File: config.mk
export PLATFORM = sky130hd
export DESIGN_NAME = imem_loader
export DESIGN_NICKNAME = d
export VERILOG_FILES = /design/src/rtl/imem_loader.sv
export SDC_FILE = /design/constraint.sdc
export NUM_CORES = 1
export LEC_CHECK = 0
export ABC_AREA = 1
export BUFFER_PORTS_ARGS = -buffer_cell sky130_fd_sc_hd__buf_2
export CORE_AREA = 8 8 115 117
export DETAILED_ROUTE_END_ITERATION = 8
export DIE_AREA = 0 0 123 125
export PLACE_DENSITY_LB_ADDON = 0.08
export RECOVER_POWER = 50
export SYNTH_ARGS = -nofsm -noshare
export SYNTH_HDL_FRONTEND = slang
export SYNTH_SLANG_ARGS = --single-unit
File: constraint.sdc
create_clock -name clock -period 2.5 [get_ports clock]
set_input_delay 0.125 -clock clock [delete_from_list [all_inputs] [get_ports clock]]
set_output_delay 0.125 -clock clock [all_outputs]
set_load 0.005 [all_outputs]
File: src/rtl/imem_loader.sv
// Streams a length-prefixed program into the core's instruction memory over a
// byte valid/ready handshake, holding the core in reset until the load completes.
module imem_loader #(
    parameter int PC_SIZE = 10,
    parameter int CNT_W   = 16
) (
    input  logic               clock,
    input  logic               reset,
    input  logic               start,
    input  logic [7:0]         in_data,
    input  logic               in_valid,
    output logic               in_ready,
    output logic               rw,
    output logic [31:0]        instruction_out,
    output logic [PC_SIZE-1:0] PC_write,
    output logic               reset_IF_memory,
    output logic               core_reset,
    output logic               busy,
    output logic               done,
    output logic               err
);

    typedef enum logic [2:0] {
        S_IDLE, S_CLR, S_LEN0, S_LEN1, S_DATA, S_WRITE, S_DONE, S_ERR
    } state_t;

    // Largest accepted program: one word per instruction address.
    localparam logic [CNT_W:0] MAX_WORDS = (CNT_W + 1)'(1) << PC_SIZE;

    state_t           state_reg;
    logic [7:0]       len_lo_reg;
    logic [CNT_W-1:0] remaining_reg;
    logic [1:0]       byte_idx_reg;
    logic [23:0]      word_reg;

    logic             xfer;
    logic [15:0]      len_next;
    logic [CNT_W:0]   len_ext;

    assign xfer     = in_valid & in_ready;
    assign len_next = {in_data, len_lo_reg};
    assign len_ext  = (CNT_W + 1)'(len_next);

    always_ff @(posedge clock) begin
        if (reset) begin
            state_reg       <= S_IDLE;
            len_lo_reg      <= '0;
            remaining_reg   <= '0;
            byte_idx_reg    <= '0;
            word_reg        <= '0;
            in_ready        <= 1'b0;
            rw              <= 1'b0;
            instruction_out <= '0;
            PC_write        <= '0;
            reset_IF_memory <= 1'b0;
            core_reset      <= 1'b1;
            busy            <= 1'b0;
            done            <= 1'b0;
            err             <= 1'b0;
        end else begin
            // Strobes default low so each lasts exactly one state.
            rw              <= 1'b0;
            reset_IF_memory <= 1'b0;
            case (state_reg)
                S_IDLE, S_DONE, S_ERR: begin
                    if (start) begin
                        state_reg       <= S_CLR;
                        done            <= 1'b0;
                        err             <= 1'b0;
                        busy            <= 1'b1;
                        core_reset      <= 1'b1;
                        remaining_reg   <= '0;
                        byte_idx_reg    <= '0;
                        PC_write        <= '0;
                        reset_IF_memory <= 1'b1;
                    end
                end
                S_CLR: begin
                    state_reg <= S_LEN0;
                    in_ready  <= 1'b1;
                end
                S_LEN0: begin
                    if (xfer) begin
                        len_lo_reg <= in_data;
                        state_reg  <= S_LEN1;
                    end
                end
                S_LEN1: begin
                    if (xfer) begin
                        remaining_reg <= CNT_W'(len_next);
                        if (len_next == 16'd0) begin
                            state_reg  <= S_DONE;
                            in_ready   <= 1'b0;
                            busy       <= 1'b0;
                            done       <= 1'b1;
                            core_reset <= 1'b0;
                        end else if (len_ext > MAX_WORDS) begin
                            state_reg <= S_ERR;
                            in_ready  <= 1'b0;
                            busy      <= 1'b0;
                            err       <= 1'b1;
                        end else begin
                            state_reg <= S_DATA;
                        end
                    end
                end
                S_DATA: begin
                    if (xfer) begin
                        byte_idx_reg <= byte_idx_reg + 2'd1;
                        if (byte_idx_reg == 2'd3) begin
                            instruction_out <= {in_data, word_reg};
                            in_ready        <= 1'b0;
                            rw              <= 1'b1;
                            state_reg       <= S_WRITE;
                        end else begin
                            word_reg[8*byte_idx_reg +: 8] <= in_data;
                        end
                    end
                end
                S_WRITE: begin
                    // Wrap of PC_write after a full-memory load is harmless: the load ends here.
                    PC_write      <= PC_write + 1'b1;
                    remaining_reg <= remaining_reg - 1'b1;
                    if (remaining_reg == CNT_W'(1)) begin
                        state_reg  <= S_DONE;
                        busy       <= 1'b0;
                        done       <= 1'b1;
                        core_reset <= 1'b0;
                    end else begin
                        state_reg <= S_DATA;
                        in_ready  <= 1'b1;
                    end
                end
                default: begin
                    state_reg <= S_IDLE;
                    in_ready  <= 1'b0;
                end
            endcase
        end
    end

endmodule
==> impl_metrics.json <==
{
  "clock-root-buffer": "clkbuf_16",
  "io_pins": 61,
  "synth_edf_count": 0,
  "area_growth_syn_to_layout_pct": 10.94,
  "reg2reg_from": "state_reg[2]$_SDFFE_PP0P_",
  "yosysTopAreaCell": "dfxtp_1",
  "status": "completed",
  "core_um2": 11610,
  "slowest_delay_ns": 0.60,
  "fin_util_pct": 47.54,
  "wl_um": 12780,
  "vias": 4529,
  "finalMaxSlewViolations": 0,
  "fin_crit_ns": 2.191,
  "cp.required_ns": 2.74,
  "synth.distinct_cells": 37,
  "worstSetupEndpoint": "remaining_reg[7]$_SDFFE_PP0P_",
  "ctsHoldBuffers": 0,
  "remaining_drc_errors": 0,
  "drv_cap": 0,
  "power_mw": 4.076,
  "endpoint_kind": "flip-flop",
  "final_common_cell": "nor2_1",
  "cts_max_level": 3,
  "synth_flop_cell": "dfxtp_1",
  "grt_pass1_wl_um": 21050,
  "postCtsSetupBuffers": 0,
  "powerDensity_nw_per_um2": 738.4,
  "die_h_um": 125,
  "final_nets": 757,
  "num_rows": 40,
  "grt_pass1_vias": 4300,
  "largest_register_ffs": 32,
  "avgRoutedWirePerCell_um": 14.39,
  "reg2reg_slack_ns": 0.31,
  "cts.reportedPaths.clkPinSlew_ns": 0.07,
  "place_hpwl_um": 9239,
  "startpoint_type": "flip-flop",
  "startpoint": "state_reg[2]$_SDFFE_PP0P_",
  "finalCritPeriodShare_pct": 87.65,
  "start_util_pct": 42.86,
  "numCtsBuffers": 9,
  "slew_headroom_pct": 50.35,
  "p_leak_nw": 2.183,
  "cts_tree": "yes",
  "worstPathMaxFanout": 25,
  "grt.total_usage_pct": 17.06,
  "cts_buffer_depth": 2,
  "ys_top_cells_by_area": "dfxtp_1 41%, nor2_1 8.8%, nand2_1 8.3%",
  "cp_data_arrival_time_ns": 2.43,
  "post_cts_resized": 0,
  "grt-ovfl-total": 0,
  "n_antenna_cell": 0,
  "drt-initial-drc-count": 328,
  "gp_congestion": 0.8070,
  "fin_tns_setup_ns": 0,
  "crit_type": "flip-flop to flip-flop",
  "rsz0062_at_grt": "false",
  "ys_seq_area_share_pct": 41.04,
  "synth.avg_cell_area_um2": 7.170,
  "setup_viol": 0,
  "synth_area_um2": 4976,
  "clkLatencyLatePin_ns": 0.35,
  "crit_chain": "inv_2 -> nand2_1 -> o21ai_0 -> nand2_4 -> nand2_1 -> inv_4 -> nand2_8 -> inv_2 -> o21ai_0 -> nor2_1",
  "yosysWarnings": 0,
  "postRouteAntennaNets": 0,
  "hold_viol": 0,
  "fin_skew_ns": 0.005691,
  "yosys.area.top_type_share_pct": 41.04,
  "ys_ff_latch": 102,
  "cts_sinks": 102,
  "syn_inst": 694,
  "synthArstFlopShare_pct": 0,
  "pre_cts_ws_ns": 0.4920,
  "worst_pin_slew_ns": 0.7370,
  "whs_ns": 0.08155,
  "antenna_found_initial": 0,
  "r2r_end": "remaining_reg[7]$_SDFFE_PP0P_",
  "reg2reg_depth": 10,
  "grt_max_degree": 61,
  "drtPass1Iterations": 5,
  "die_w_um": 123,
  "io_buffer_count": 60,
  "ir_drop_mv": 0.3686,
  "crit_slowest_cell": "o21ai_0",
  "hold_path.class": "input port to flip-flop",
  "vias_per_cell": 5.100,
  "drive_gt1_share_pct": 13.36,
  "mostFrequentLayoutCells": "118 x nor2_1, 112 x nand2_1, 102 x dfxtp_1, 67 x a21oi_1, 61 x o21ai_0",
  "clock.fmax_ghz": 0.4563,
  "die-area_um2": 15380,
  "syn-num-nets": 715,
  "setup_ws_ns": 0.3086
}
==> power by group <==
group	switching, mW	internal [mW]	total, mW
Sequential	0.0671	1.71	1.78
Combinational	0.656	0.297	0.953
Clock	0.653	0.693	1.35
Total	1.38	2.70	4.08
==> worst min-delay path by stage <==
stage                            startpoint                       end  cells past startpoint
floorplan                        in_data[0]  word_reg[0]$_SDFFE_PP0P_                      2
global placement    core_reset$_SDFFE_PP1P_   core_reset$_SDFFE_PP1P_                      2
detailed placement               in_data[3]  word_reg[3]$_SDFFE_PP0P_                      3
CTS                              in_data[3]  word_reg[3]$_SDFFE_PP0P_                      3
global route                     in_data[7]  word_reg[7]$_SDFFE_PP0P_                      3
finish                           in_data[2]  word_reg[2]$_SDFFE_PP0P_                      3
==> layer usage <==
layer	wire (um)	vias to the layer above	track usage, %
li1	-	2364	-
met1	5788	2056	21.40
met2	6089	89	27.42
met3	584	20	3.195
met4	319	0	8.150
met5	0	-	0
==> logic make-up after synthesis <==
family | Yosys count | synth area share [%]
adders and majority gates | 9 | 2.263
and+or+nand+nor | 334 | 31.13
AOI/OAI and AO/OA | 148 | 16.57
DFF | 102 | 41.04
buffers and inverters | 100 | 8.826
xor gates and xnor gates | 1 | 0.1760
==> through the flow <==
stage	instances	instance area, um^2
after floorplan	694	4976
after global placement	872	5309
final	888	5520
after detailed placement	872	5309
after global routing	888	5520
after CTS	888	5592
==> synth_stat cells (2+ instances only) <==
library cell  count
dfxtp_1         102
clkbuf_1         19
inv_2             7
nand3_2           3
o22ai_1           3
o21ai_0          60
nor3_1            3
ha_1              9
nand2_2          12
inv_1            58
nor3_2            2
nand2_1         110
o21bai_1          2
nand3_1          43
a21oi_2          13
nor2_2            5
nand2_4           4
nor2_1          117
nand4_1          12
buf_2            11
nor4_1           16
buf_6             2
nand3b_1          2
buf_12            2
a211oi_1          2
a21oi_1          64
==> final cells by class <==
class / instances / area, um^2
inverter: 66 / 250.2
clock buffer: 10 / 229.0
clock inverter: 6 / 53.80
multi-input combinational: 492 / 2460
tap: 147 / 183.9
sequential: 102 / 2042
fill: 1223 / 6091
timing repair buffer: 65 / 301.5
==> worst max-delay path, delay by kind of cell, from the launching register on <==
kind	cells	cell delay, ns
AOI/OAI and AO/OA	2	0.77
and+or+nand+nor	5	0.58
DFF	1	0.41
buffers and inverters	3	0.31
Power figures use the tool's default switching activity.
